**config.mk**
```make
export PLATFORM = sky130hd
export DESIGN_NAME = lcd_bus_receiver
export DESIGN_NICKNAME = d
export VERILOG_FILES = /design/src/rtl/lcd_pkg.sv /design/src/rtl/lcd_rx_sampler.sv /design/src/rtl/lcd_bus_receiver.sv
export SDC_FILE = /design/constraint.sdc
export NUM_CORES = 1
export LEC_CHECK = 0
export ABC_AREA = 1
export CAP_MARGIN = 20
export CORE_MARGIN = 2
export CORE_UTILIZATION = 55
export CTS_BUF_LIST = sky130_fd_sc_hd__clkbuf_8
export DETAILED_ROUTE_END_ITERATION = 8
export HOLD_SLACK_MARGIN = 0.02
export PLACE_DENSITY = 0.73
export SKIP_CTS_REPAIR_TIMING = 1
export SLEW_MARGIN = 20
export SYNTH_ARGS = -nofsm -noshare
export SYNTH_HDL_FRONTEND = slang
export SYNTH_SLANG_ARGS = --single-unit
```
**constraint.sdc**
```tcl
create_clock -name clk -period 4.7 [get_ports clk]
set_input_delay 0.94 -clock clk [delete_from_list [all_inputs] [get_ports clk]]
set_output_delay 0.94 -clock clk [all_outputs]
set_load 0.02 [all_outputs]
```
**src/rtl/lcd_pkg.sv**
```systemverilog
// rtl/lcd_pkg.sv - shared constants, types and helpers for the HD44780-style bus receiver.
package lcd_pkg;

  localparam int INS_CLEAR   = 0;
  localparam int INS_HOME    = 1;
  localparam int INS_ENTRY   = 2;
  localparam int INS_DISPLAY = 3;
  localparam int INS_SHIFT   = 4;
  localparam int INS_FUNC    = 5;
  localparam int INS_CGRAM   = 6;
  localparam int INS_DDRAM   = 7;

  localparam int LCD_CELLS   = 32;
  localparam int LCD_ROW_LEN = 16;
  localparam int COL_W       = $clog2(LCD_ROW_LEN);
  localparam int CURSOR_W    = 5;

  localparam logic [6:0] LINE1_BASE = 7'h00;
  localparam logic [6:0] LINE2_BASE = 7'h40;

  typedef enum logic {CLR_IDLE, CLR_RUN} clr_state_e;

  function automatic logic [CURSOR_W-1:0] cursor_step(input logic [CURSOR_W-1:0] c,
                                                      input logic up);
    return up ? c + 1'b1 : c - 1'b1;
  endfunction

  // DDRAM address 0x40.. maps onto the second row of the 32-cell mirror.
  function automatic logic [CURSOR_W-1:0] ddram_to_cursor(input logic [7:0] d);
    return {((d[6:0] & LINE2_BASE) != LINE1_BASE), d[COL_W-1:0]};
  endfunction

endpackage

```
**src/rtl/lcd_rx_sampler.sv**
```systemverilog
// rtl/lcd_rx_sampler.sv - bus sampler with en falling-edge detect; LCD_RX_SYNC_EN adds a 2-flop synchronizer.
module lcd_rx_sampler (
  input  logic       clk,
  input  logic       reset,
  input  logic       en,
  input  logic       rs,
  input  logic [7:0] data_in,
  output logic       xfer,
  output logic       xfer_rs,
  output logic [7:0] xfer_data
);

  logic [9:0] bus_in;
  logic [9:0] s1;
  logic [9:0] s2;

`ifdef LCD_RX_SYNC_EN
  logic [9:0] sync1;
  logic [9:0] sync2;

  always_ff @(posedge clk) begin
    if (reset) begin
      sync1 <= '0;
      sync2 <= '0;
    end else begin
      sync1 <= {en, rs, data_in};
      sync2 <= sync1;
    end
  end

  assign bus_in = sync2;
`else
  assign bus_in = {en, rs, data_in};
`endif

  always_ff @(posedge clk) begin
    if (reset) begin
      s1 <= '0;
      s2 <= '0;
    end else begin
      s1 <= bus_in;
      s2 <= s1;
    end
  end

  // s2 still holds the values captured while en was high.
  assign xfer      = s2[9] & ~s1[9];
  assign xfer_rs   = s2[8];
  assign xfer_data = s2[7:0];

endmodule

```
**src/rtl/lcd_bus_receiver.sv**
```systemverilog
// rtl/lcd_bus_receiver.sv - LCD bus decoder with 2x16 display RAM mirror (LCD_RX_SYNC_EN selects input synchronizer).
module lcd_bus_receiver
  import lcd_pkg::*;
#(
  parameter logic [7:0] CLEAR_CHAR = 8'h20
) (
  input  logic                clk,
  input  logic                reset,
  input  logic                en,
  input  logic                rs,
  input  logic [7:0]          data_in,
  input  logic [4:0]          rd_addr,
  output logic [7:0]          rd_data,
  output logic                char_valid,
  output logic [4:0]          char_addr,
  output logic [7:0]          char_out,
  output logic                cmd_valid,
  output logic [7:0]          cmd_out,
  output logic [CURSOR_W-1:0] cursor,
  output logic                display_on,
  output logic                two_line,
  output logic                busy,
  output logic                overrun
);

  logic       xfer;
  logic       xfer_rs;
  logic [7:0] xfer_data;

  lcd_rx_sampler u_sampler (
    .clk       (clk),
    .reset     (reset),
    .en        (en),
    .rs        (rs),
    .data_in   (data_in),
    .xfer      (xfer),
    .xfer_rs   (xfer_rs),
    .xfer_data (xfer_data)
  );

  clr_state_e          state;
  clr_state_e          state_next;
  logic [4:0]          clr_cnt;
  logic                inc_mode;
  logic                accept;
  logic                start_clear;
  logic                ram_we;
  logic [4:0]          ram_waddr;
  logic [7:0]          ram_wdata;
  logic [7:0]          ram [LCD_CELLS];

  assign busy        = (state == CLR_RUN);
  assign accept      = xfer && !busy;
  assign start_clear = accept && !xfer_rs && (xfer_data == 8'h01);

  always_ff @(posedge clk) begin
    if (reset) state <= CLR_RUN;
    else       state <= state_next;
  end

  always_comb begin
    state_next = state;
    case (state)
      CLR_IDLE: if (start_clear) state_next = CLR_RUN;
      CLR_RUN:  if (clr_cnt == 5'(LCD_CELLS - 1)) state_next = CLR_IDLE;
      default:  state_next = CLR_RUN;
    endcase
  end

  always_ff @(posedge clk) begin
    if (reset || start_clear) clr_cnt <= '0;
    else if (busy)            clr_cnt <= clr_cnt + 5'd1;
  end

  // Single write port: the clear sweep owns it whenever busy.
  always_comb begin
    ram_we    = 1'b0;
    ram_waddr = cursor;
    ram_wdata = xfer_data;
    if (busy) begin
      ram_we    = 1'b1;
      ram_waddr = clr_cnt;
      ram_wdata = CLEAR_CHAR;
    end else if (accept && xfer_rs) begin
      ram_we = 1'b1;
    end
  end

  always_ff @(posedge clk) begin
    if (ram_we) ram[ram_waddr] <= ram_wdata;
  end

  always_ff @(posedge clk) begin
    if (reset) rd_data <= '0;
    else       rd_data <= ram[rd_addr];
  end

  always_ff @(posedge clk) begin
    if (reset) begin
      cursor     <= '0;
      display_on <= 1'b0;
      two_line   <= 1'b0;
      inc_mode   <= 1'b1;
      char_valid <= 1'b0;
      char_addr  <= '0;
      char_out   <= '0;
      cmd_valid  <= 1'b0;
      cmd_out    <= '0;
      overrun    <= 1'b0;
    end else begin
      char_valid <= 1'b0;
      cmd_valid  <= 1'b0;
      if (xfer && busy) overrun <= 1'b1;
      if (accept && xfer_rs) begin
        char_valid <= 1'b1;
        char_addr  <= cursor;
        char_out   <= xfer_data;
        cursor     <= cursor_step(cursor, inc_mode);
      end else if (accept) begin
        cmd_valid <= 1'b1;
        cmd_out   <= xfer_data;
        // Highest set bit selects the instruction.
        if (xfer_data[INS_DDRAM]) begin
          cursor <= ddram_to_cursor(xfer_data);
        end else if (xfer_data[INS_CGRAM]) begin
        end else if (xfer_data[INS_FUNC]) begin
          two_line <= xfer_data[3];
        end else if (xfer_data[INS_SHIFT]) begin
          if (!xfer_data[3]) cursor <= cursor_step(cursor, xfer_data[2]);
        end else if (xfer_data[INS_DISPLAY]) begin
          display_on <= xfer_data[2];
        end else if (xfer_data[INS_ENTRY]) begin
          inc_mode <= xfer_data[1];
        end else if (xfer_data[INS_HOME]) begin
          cursor <= '0;
        end else if (xfer_data[INS_CLEAR]) begin
          cursor   <= '0;
          inc_mode <= 1'b1;
        end
      end
    end
  end

endmodule

```
# [Word-level counts from Yosys, hierarchy flattened]
# Memories as Yosys holds them, arrays and structs flattened. A register that Yosys moved wholly into a read port is not among the register bits.
# Cells that the tools add are included.
[word_totals] reg_bits=58 ramBits=256 in_bits=17 word_cells=77 memories=1
[memory_table] memory="ram" depth=32 width=8 rd=1 rd_ports_with_merged_regs=1 wr=1 line_no="lcd_bus_receiver.sv:50" rtl="logic [7:0] ram [LCD_CELLS];"
[classes] n_addsub=3 n_eq_ne=7 n_mux=26 n_bitwise=9 n_reduce_logical=17
[ops] op="5-bit two-way mux" count=14
[ops] op="5-bit by 1-bit adder with 5-bit output, second input constant" count=2
[ops] op="1-bit two-way mux" count=10
[ops] op="3-bit by 2-bit inequality test with 1-bit output, second input constant" count=3
[ops] op="9-bit AND reduction" count=1
[ops] op="8-bit by 1-bit == test with 1-bit output, second input constant" count=1
[ops] op="8-bit two-way mux" count=1
[ops] op="1-bit inverter" count=8
[ops] op="7-bit AND reduction" count=1
[ops] op="6-bit AND reduction" count=1
[ops] op="5-bit == test, second input constant" count=1
[ops] op="1-bit logical AND" count=5
[ops] op="5-bit AND reduction" count=1
[ops] op="5-bit nonzero test" count=1
[ops] op="5-bit by 1-bit subtractor with 5-bit output, second input constant" count=1
[ops] op="4-bit by 2-bit inequality test with 1-bit output, second input constant" count=1
[ops] op="2-bit nonzero test" count=2
[ops] op="1-bit logical NOT" count=2
[ops] op="2-bit by 1-bit inequality test with 1-bit output, second input constant" count=1
[ops] op="1-bit one-hot mux with 2 select lines" count=1
[ops] op="2-bit AND reduction" count=1
[ops] op="2-bit OR reduction" count=1
[ops] op="1-bit bitwise AND" count=1
[ops] op="1-bit logical OR" count=1

# [Logic depth before layout (Yosys ltp)]
# Gate-level depths: netlist (run 1).
[logic_depth] ltp_word=10 ltp_mapped=11

# [Modules after synthesis]
# From an unflattened synthesis (run 1), not the netlist that was laid out.
[hier_totals] cells_unflattened=1268 hier_area_um2=13275.2
[by_module_without_submodules] mod="lcd_bus_receiver" n_inst=1 cells_each=1196 area_each_um2=12634.6 seq_area_each_um2=8608.3
[by_module_without_submodules] mod="lcd_rx_sampler" n_inst=1 cells_each=72 area_each_um2=640.6 seq_area_each_um2=400.4

# [Worst setup path before layout (run 1)]
# OpenSTA, ideal clock, no wires.
[synth_timing] kind="register to register" start="register state (netlist: busy)" end="memory ram[15][0], enable pin" setup_ns=0.370 arrival_ns=1.587 t_required_ns=4.330 path_slack_ns=2.743 path_stages_with_launch=9 cell_sequence="dfxtp_1 > inv_2 > buf_6 > or2_1 > o21ai_2 > inv_1 > nor2_2 > nand2_1 > nor2_1"
[synth_between] elab_chain_len=7 word_cells_on_any_way=8 cone_classes="mux (5); reduce/logical (3)"
[synth_lines] element="from (decl)" line_no="lcd_bus_receiver.sv:41" rtl="clr_state_e state;"
[synth_lines] element="from (signal assigned)" line_no="lcd_bus_receiver.sv:58" rtl="else state <= state_next;"
[synth_lines] element="1-bit logical NOT" line_no="lcd_bus_receiver.sv:53" rtl="assign accept = xfer && !busy;"
[synth_lines] element="1-bit logical AND" line_no="lcd_bus_receiver.sv:53"
[synth_lines] element="1-bit logical AND" line_no="lcd_bus_receiver.sv:84" rtl="end else if (accept && xfer_rs) begin"
[synth_lines] element="1-bit two-way mux" line_no="lcd_bus_receiver.sv:84"
[synth_lines] element="1-bit two-way mux" line_no="lcd_bus_receiver.sv:80" rtl="if (busy) begin"
[synth_lines] element="1-bit two-way mux" line_no="lcd_bus_receiver.sv:90" rtl="if (ram_we) ram[ram_waddr] <= ram_wdata;"
[synth_lines] element="1-bit two-way mux (implied by the code)" line_no="lcd_bus_receiver.sv:90"
[synth_lines] element="to (decl)" line_no="lcd_bus_receiver.sv:50"
# Parallel ways exist; a longest one is shown, timed or not.

# [Worst setup path after layout (run 1)]
[layout_timing] start="register state (netlist: busy)" end="memory ram[21][7], enable pin"
# Same word-level chain as after synthesis.

==> results of run 1 <==
==> critical path, delay by kind of cell, from the launching register on <==
| family | cells | cell delay (ps) |
|---|---|---|
| buffers and inverters | 1 | 320 |
| AND/OR/NAND/NOR | 4 | 1980 |
| flip-flops | 1 | 590 |
==> layout make-up <==
type | instances | area (um2) | share of cell area [%]
inverters | 56 | 211.5 | 1.425
multi-input cells | 817 | 3558 | 23.99
repair buffers | 73 | 729.5 | 4.917
well taps | 319 | 399.1 | 2.691
flip-flops and latches | 322 | 9009 | 60.73
clock buffers | 54 | 743.2 | 5.010
clock inverters | 39 | 183.9 | 1.240
==> registers in the layout, indices dropped and copies added, names as in the netlist <==
register      count
char_addr         5
display_on        1
cursor            5
char_out          8
two_line          1
u_sampler.s1     10
rd_data           8
busy              1
char_valid        1
overrun           1
cmd_valid         1
ram             256
inc_mode          1
u_sampler.s2     10
clr_cnt           5
cmd_out           8
==> synthesized netlist by cell type, types with 4 or more instances <==
master,n
nand2_1,370
edfxtp_1,256
nand3_1,209
nor2_1,140
dfxtp_1,66
inv_1,48
o21ai_0,39
buf_2,23
buf_6,22
a21oi_1,17
o21ai_1,13
clkbuf_1,11
buf_1,6
buf_4,6
inv_2,6
nand4_1,6
ha_1,4
==> layout by cell type, fill, tap and decap left out <==
cell and count:
a31oi_2 1, nor2_1 132, o21ai_2 1, dfxtp_1 66
o211ai_1 1, edfxtp_1 256, clkinv_1 23, buf_16 1
clkinv_2 10, inv_1 56, nor3_1 2, nand4_1 6
a31oi_1 1, ha_1 4, nand2_1 370, nand2_2 2
a21oi_1 17, clkbuf_8 54, o21ai_0 39, xnor2_1 3
bufinv_16 1, o21ai_1 13, nand3_1 209, buf_4 14
xor2_1 3, nand3_2 1, buf_12 2, clkdlybuf4s50_1 54
nor2_2 11, inv_2 5, buf_2 1, or2_1 1
buf_6 1
==> per-layer routing <==
metal	wire, um	part of all wire, %	GRT usage [%]	up-vias
met5	0	0	0	-
met4	730	2.4	8.512	0
met3	2659	8.6	4.767	55
met2	14390	47	38.72	451
met1	12980	42	34.04	4400
li1	-	-	-	4399
==> power by group through the flow <==
stage | Sequential (mW) | Clock [mW] | Combinational, mW
after detailed placement | 3.15 | 0 | 0.322
final | 3.09 | 2.15 | 0.323
after global placement | 3.15 | 0 | 0.314
after floorplan | 3.15 | 0 | 0.222
after global routing | 3.10 | 2.31 | 0.358
after CTS | 3.09 | 2.18 | 0.324
==> logic make-up (layout without fill, tap and decap cells) <==
family,after synthesis,in the layout,share of synthesized area [%]
DFF,322,322,68.10
xor gates and xnor gates,6,6,0.3973
and+or+nand+nor,734,734,23.10
AOI/OAI and AO/OA,73,73,2.875
buffers and inverters,124,222,5.155
adders and majority gates,4,4,0.3783
==> worst paths after layout <==
kind,start,endpoint,depth (start not counted)
max reg2reg,busy,ram[21][7],5
min,u_sampler.s1[0],u_sampler.s2[0],2
max,busy,ram[21][7],5
min reg2reg,u_sampler.s1[0],u_sampler.s2[0],2
==> through the flow <==
step,cells,utilization (%),setup WS [ps],hold slack [ps]
final,1680,63.01,1424,399.3
after global placement,1586,58.93,1288,393.4
after floorplan,1263,-,2743,388.3
after global routing,1680,63.01,1185,410.7
after detailed placement,1587,59.05,1220,396.5
after CTS,1680,62.98,1449,403.9
==> summary.txt, run 1 <==
Run status
  • Status: complete, no violations

STA
  • Max_slew headroom: 38.01%
  • Max Freq: 305.2 MHz
  • Fin. Hold Viols: 0
  • Layout Skew: 13.58 ps
  • Final setup violation count: 0
  • Max-slew violation count: 0
  • RSZ-0062 raised after global routing: false
  • Worst Max-Slew Pin Slew: 929.9 ps
  • Final worst path period share: 69.71%
  • Fin Setup TNS: 0 ps
  • Fin crit period: 3277 ps

Logic synthesis
  • Yosys top cell area share: 58.11%
  • Cell taking the most area after synthesis: edfxtp_1
  • Register area share after synthesis: 68.10%
  • Synth area leaders: edfxtp_1 (58%), nand2_1 (10%), dfxtp_1 (10%)
  • Yosys cell types: 29
  • Syn_nets: 1284
  • Post-synth EDFFs: 256
  • Synthesis Warnings: 0
  • Synthesized area per cell: 10.47 um2
  • Mapped Cells: 1263
  • Async SR Flop Fraction: 0%
  • Main flop type after synthesis: edfxtp_1
  • #FFs+latches synth: 322
  • Mapped Area: 13230 um2

Cells and area
  • Share of cells above drive strength 1: 7.715%
  • # diodes: 0
  • Fin area: 14830 um2
  • Layout area overhead: 12.13%
  • Fillers: 1927
  • Nets: 1341

Drt
  • DRC Markers: 0
  • Via count: 9305
  • Vias per cell: 5.539
  • Final wirelength: 30760 um
  • WL/cell: 18.31 um
  • Antenna violation net count after detailed routing: 0
  • Detailed-router iteration count before antenna repair: 5
  • Initial DRC Count: 992

GRT
  • Initial antenna violation count: 0
  • Vias in the first global route: 8885
  • Total gr overflow: 0
  • First-pass GRT wire length: 48470 um
  • All-Layer GR Usage: 24.41%
  • Pin count of the biggest net entering global routing: 106

Critical path
  • Critical Path AT: 3450 ps
  • CP Cell Sequence: inv_2, nand3_2, nand2_2, nand3_1, nor2_1
  • Worst R2R Setup Slack: 1420 ps
  • Startpoint types: register
  • Crit end category: register
  • Crit Path Class: register to register
  • WP data required: 4880 ps
  • Slowest stage cell, crit path: nor2_1
  • CP max FO: 22
  • CP peak stage delay: 840 ps

Power and ir drop
  • Psw: 1.278 mW
  • IR drop worst, VDD: 0.2800 mV
  • Combinational fraction of design power: 5.8%
  • Overall power: 5.569 mW
  • Sequential Power Share: 55.6%
  • P per Cell Area: 375.4 nW/um2
  • Lkg Pwr: 5.625 nW
  • Switch share: 22.96%
  • Int Power: 4.290 mW
  • Clock Power Share: 38.6%

Place
  • Port buffer count: 56
  • Post-Place Cell Area: 13900 um2
  • Routability Congestion: 0.8770
  • DPL Wire Length: 18370 um

Floorplanning
  • Die ar.: 25310 um2
  • I/O pin cnt: 57
  • Die W: 159.1 um
  • Die H: 159.1 um
  • Initial core utilization: 56.19%
  • Cell Rows: 56
  • CORE AREA: 23540 um2

CTS
  • Clk_lat worst skew: 560 ps
  • Clock Path Buffers: 3
  • Root Driver: clkbuf_8
  • Num CTS Buffers: 50
  • Clock Sinks: 322
  • H-tree Lvls: 2
  • CTS tree: yes
  • CTS clk-pin slew, worst paths: 60 ps

Flow run
  • Max cap viols: 0

Min path
  • Hold Path Class: register to register
(Power assumes the default switching activity.)
==> run 2, diff against run 1 <==
==> constraint.sdc (replaced) <==
create_clock -name clk -period 3.3 [get_ports clk]
set_input_delay 0.66 -clock clk [delete_from_list [all_inputs] [get_ports clk]]
set_output_delay 0.66 -clock clk [all_outputs]
set_load 0.02 [all_outputs]
==> run 2 against run 1 <==
Effect of this change: flip-flop and latch count unchanged; first-iteration DRC count decreased by 16%; sequential share of layout area decreased by 0.40 points; critical path depth decreased by 1; clock power increased by 41%; combinational power increased by 41%; final area increased by 0.66%; count of clock-buffer cells in the layout increased by 1; non-clock buffer count increased by 13; wire length decreased by 0.68%; clock skew increased by 16 ps; critical endpoint unchanged; highest routed layer unchanged.
==> summary.txt, run 2 (synthesis gave the netlist of run 1 again) <==
CTS
  • Root Driver: clkbuf_8
  • CTS tree: yes
  • Clk_lat worst skew: 580 ps (+20 ps)
  • Clock Sinks: 322 (unchanged)
  • Clock Path Buffers: 3 (unchanged)
  • Num CTS Buffers: 51 (+2.0%)
  • CTS clk-pin slew, worst paths: 70 ps (about the same)
  • H-tree Lvls: 2 (unchanged)

Critical path
  • Critical Path AT: 2830 ps (-620 ps)
  • Crit Path Class: register to register
  • Startpoint types: register
  • WP data required: 3500 ps (-1380 ps)
  • CP max FO: 12 (-45%)
  • Crit end category: register

Floorplanning
  • Die H: 159.1 um (unchanged)
  • Cell Rows: 56 (unchanged)
  • Die W: 159.1 um (unchanged)
  • CORE AREA: 23540 um2 (unchanged)
  • I/O pin cnt: 57 (unchanged)
  • Initial core utilization: 56.19% (unchanged)
  • Die ar.: 25310 um2 (unchanged)

Power and ir drop
  • IR drop worst, VDD: 0.2846 mV (+1.7%)
  • Overall power: 7.894 mW (+42%)
  • Lkg Pwr: 5.736 nW (+2.0%)
  • P per Cell Area: 528.7 nW/um2 (+41%)

Min path
  • Hold Path Class: register to register

Flow run
  • Max cap viols: 0 (unchanged)

Cells and area
  • Layout area overhead: 12.87%
  • Commonest non-fill, non-tap cells in the layout: nand2_1 (370), edfxtp_1 (256), nand3_1 (209)
  • Commonest non-fill, non-tap cell in the layout: nand2_1
  • Nets: 1355 (+1.0%)
  • Fillers: 1893 (-1.8%)
  • # diodes: 0 (unchanged)
  • Max reg flops: 256 (unchanged)
  • Fin area: 14930 um2 (+0.66%)
  • Share of cells above drive strength 1: 8.430% (+0.72 points)
  • Final Non-Filler Cells: 1695 (+0.89%)
  • Register with the most flip-flops: ram
  • Registers with the most flip-flops: ram (256), u_sampler.s1 (10), u_sampler.s2 (10)

GRT
  • Pin count of the biggest net entering global routing: 103 (-2.8%)
  • Met2 GRT Util: 37.81% (-0.91 points)
  • All-Layer GR Usage: 24.17% (-0.23 points)
  • Grt met1 use: 34.05% (about the same)
  • Vias in the first global route: 8822 (-0.71%)
  • Initial antenna violation count: 0 (unchanged)
  • GR peak layer: met2
  • Total gr overflow: 0 (unchanged)
  • First-pass GRT wire length: 48220 um (-0.51%)
  • Grt met3 use: 5.079% (+0.31 points)

STA
  • Final worst path period share: 79.66% (+9.9 points)
  • Fin crit period: 2629 ps (-647.8 ps)
  • Final setup violation count: 0 (unchanged)
  • Layout Skew: 29.42 ps (+15.84 ps)
  • RSZ-0062 raised after global routing: false
  • Max Freq: 380.4 MHz (+25%)
  • Max-slew violation count: 0 (unchanged)
  • Worst Max-Slew Pin Slew: 919.9 ps (-10.00 ps)
  • Fin. Hold Viols: 0 (unchanged)
  • Max_slew headroom: 38.53% (+0.52 points)
  • Fin Setup TNS: 0 ps (unchanged)

Run status
  • Status: complete, no violations

Drt
  • Detailed-router iteration count before antenna repair: 5 (unchanged)
  • Initial DRC Count: 829 (-16%)
  • DRC Markers: 0 (unchanged)
  • WL/cell: 18.02 um (-1.6%)
  • Via count: 9267 (-0.41%)
  • Final wirelength: 30550 um (-0.68%)
  • Antenna violation net count after detailed routing: 0 (unchanged)
  • Vias per cell: 5.467 (-1.3%)

Place
  • Routability Congestion: 0.8562 (-2.4%)
  • DPL Wire Length: 18210 um (-0.89%)
  • Post-Place Cell Area: 14010 um2 (+0.76%)
  • Placed Cells: 1600 (+0.82%)
  • Port buffer count: 56 (unchanged)
-- run 2: path summary, 6_finish.rpt --
check	endpoint	start	cells past startpoint	slack [ps]
max	ram[21][7]	busy	4	670
max reg2reg	ram[21][7]	busy	4	670
min	u_sampler.s2[4]	u_sampler.s1[4]	2	390
min reg2reg	u_sampler.s2[4]	u_sampler.s1[4]	2	390
-- run 2: worst max-delay path, stage by stage, from the launching register on --
cell,delay [ps]
dfxtp_1,590
inv_2,190
a21oi_1,280
nand3_1,440
nor2_1,770
-- run 2: layout make-up --
| cell class | count | area [um2] | share of cell area [%] |
|---|---|---|---|
| well taps | 319 | 399.1 | 2.673 |
| clock inverters | 40 | 168.9 | 1.131 |
| inverters | 56 | 211.5 | 1.416 |
| multi-input cells | 817 | 3571 | 23.91 |
| repair buffers | 86 | 815.8 | 5.463 |
| flip-flops and latches | 322 | 9009 | 60.33 |
| clock buffers | 55 | 757.0 | 5.070 |
-- run 2: power by group --
part | internal, mW | switching (mW)
Combinational | 0.141 | 0.315
Clock | 1.54 | 1.50
Sequential | 4.38 | 0.0206
Total | 6.06 | 1.83
-- run 2: stage by stage --
step                      hold slack [ps]  utilization, %  setup slack, ps
final                               386.2           63.42            671.3
after CTS                           388.7           63.42            710.3
after global placement              393.3           59.49            819.4
after floorplan                     388.3               -             1343
after detailed placement            392.7           59.49            717.9
after global routing                403.6           63.42            518.2
-- run 2: layer usage --
layer	vias up	wire length (um)
met3	65	2929
met4	0	684
met2	457	14080
li1	4429	-
met5	-	0
met1	4316	12850
==> run 3, diff against run 2 <==
==> constraint.sdc (replaced) <==
create_clock -name clk -period 2.7 [get_ports clk]
set_input_delay 0.54 -clock clk [delete_from_list [all_inputs] [get_ports clk]]
set_output_delay 0.54 -clock clk [all_outputs]
set_load 0.02 [all_outputs]
==> run 3 against run 2 <==
Effect of this change: critical path depth fell by 2; wire length rose by 4.3%; total power rose by 25%; first-iteration DRC count up 24%; sequential share of layout area down 1.2 points; register-to-register slack got worse by 80 ps; via count is 2.4% higher; final area rose by 2.1%.
==> summary.txt, run 3 (synthesis gave the netlist of run 1 again) <==
CTS
  • Num CTS Buffers: 50 (-2.0%)
  • Clk_lat worst skew: 580 ps (about the same)
  • CTS tree: yes
  • Clock Sinks: 322 (unchanged)
  • CTS clk-pin slew, worst paths: 60 ps (about the same)
  • Root Driver: clkbuf_8
  • H-tree Lvls: 2 (unchanged)
  • Clock Path Buffers: 3 (unchanged)

STA
  • Max-slew violation count: 0 (unchanged)
  • Max_slew headroom: 38.10% (-0.43 points)
  • Layout Skew: 23.54 ps (-5.886 ps)
  • RSZ-0062 raised after global routing: false
  • Final worst path period share: 86.92%
  • Max Freq: 426.1 MHz
  • Hold slack: 395.5 ps (+9.234 ps)
  • Worst Max-Slew Pin Slew: 926.4 ps (+6.502 ps)
  • Fin crit period: 2347 ps
  • Final setup violation count: 0 (unchanged)
  • Fin Setup TNS: 0 ps (unchanged)
  • Fin. Hold Viols: 0 (unchanged)

GRT
  • Total gr overflow: 0 (unchanged)
  • First-pass GRT wire length: 49590 um (+2.8%)
  • Initial antenna violation count: 0 (unchanged)
  • Pin count of the biggest net entering global routing: 97 (-5.8%)
  • Vias in the first global route: 9237 (+4.7%)
  • All-Layer GR Usage: 24.94% (+0.76 points)

Floorplanning
  • Die W: 159.1 um (unchanged)
  • Initial core utilization: 56.19% (unchanged)
  • I/O pin cnt: 57 (unchanged)
  • Die ar.: 25310 um2 (unchanged)
  • Cell Rows: 56 (unchanged)
  • Die H: 159.1 um (unchanged)
  • CORE AREA: 23540 um2 (unchanged)

Critical path
  • Crit end category: primary output
  • Critical Path AT: 1810 ps (-1020 ps)
  • CP max FO: 12 (unchanged)
  • WP data required: 2160 ps (-1340 ps)
  • Crit Path Class: register to primary output
  • Startpoint types: register
  • Worst R2R Setup Slack: 590 ps (-80 ps)

Cells and area
  • Register with the most flip-flops: ram
  • Max reg flops: 256 (unchanged)
  • Commonest non-fill, non-tap cells in the layout: nand2_1 (370), edfxtp_1 (256), nand3_1 (209)
  • Commonest non-fill, non-tap cell in the layout: nand2_1
  • Share of cells above drive strength 1: 10.88% (+2.5 points)
  • Registers with the most flip-flops: ram (256), u_sampler.s1 (10), u_sampler.s2 (10)
  • Nets: 1386 (+2.3%)
  • # diodes: 0 (unchanged)
  • Fillers: 1890 (-0.16%)
  • Layout area overhead: 15.23%
  • Final Non-Filler Cells: 1725 (+1.8%)

Place
  • DPL Wire Length: 19370 um (+6.4%)
  • Routability Congestion: 0.8966 (+4.7%)
  • Port buffer count: 56 (unchanged)
  • Placed Cells: 1632 (+2.0%)

Flow run
  • Max cap viols: 0 (unchanged)

Power and ir drop
  • IR drop worst, VDD: 0.3989 mV (+40%)
  • Overall power: 9.875 mW (+25%)
  • Lkg Pwr: 5.932 nW (+3.4%)
  • P per Cell Area: 647.8 nW/um2 (+23%)

Min path
  • Hold Path Class: register to register

Drt
  • Initial DRC Count: 1029 (+24%)
  • Via count: 9492 (+2.4%)
  • Antenna violation net count after detailed routing: 0 (unchanged)
  • WL/cell: 18.46 um (+2.5%)
  • Final wirelength: 31850 um (+4.3%)
  • DRC Markers: 0 (unchanged)
  • Detailed-router iteration count before antenna repair: 5 (unchanged)
  • Vias per cell: 5.503 (+0.65%)

Run status
  • Status: complete, no violations
-- run 3: final cells by class --
cell class / instances / area (um2) / area share (%)
inverters: 56 / 211.5 / 1.387
clock inverters: 31 / 131.4 / 0.8619
clock buffers: 62 / 853.3 / 5.598
multi-input cells: 817 / 3571 / 23.43
well taps: 319 / 399.1 / 2.618
repair buffers: 118 / 1069 / 7.010
flip-flops and latches: 322 / 9009 / 59.10
-- run 3: final timing paths --
path,from,end,cells past startpoint
setup / recovery,busy,busy,2
hold / removal,u_sampler.s1[7],u_sampler.s2[7],2
setup reg to reg,busy,ram[6][6],6
hold reg to reg,u_sampler.s1[7],u_sampler.s2[7],2
-- run 3: per-layer routing --
metal | part of all wire [%] | GRT usage [%] | vias up | routed length [um]
met5 | 0 | 0 | - | 0
met3 | 9.9 | 4.897 | 84 | 3164
met2 | 47 | 40.47 | 486 | 14950
met4 | 3.2 | 8.967 | 0 | 1012
met1 | 40 | 33.82 | 4439 | 12730
li1 | - | - | 4483 | -
-- run 3: critical path, stage by stage (launching register included) --
cell and delay (ps):
dfxtp_1 370, buf_4 210, clkdlybuf4s50_1 660
-- run 3: stage by stage --
step	worst slack, ps	cell area (um2)	utilization [%]
after floorplan	742.8	13230	-
after global placement	689.7	14260	60.57
after detailed placement	627.6	14260	60.57
after CTS	333.2	15240	64.75
after global routing	268.6	15240	64.75
final	353.1	15240	64.75
-- run 3: where the power goes --
part	internal (mW)	switching, mW	total [mW]
Clock	2.07	1.83	3.90
Sequential	5.36	0.0294	5.38
Combinational	0.194	0.397	0.591
Total	7.62	2.25	9.88
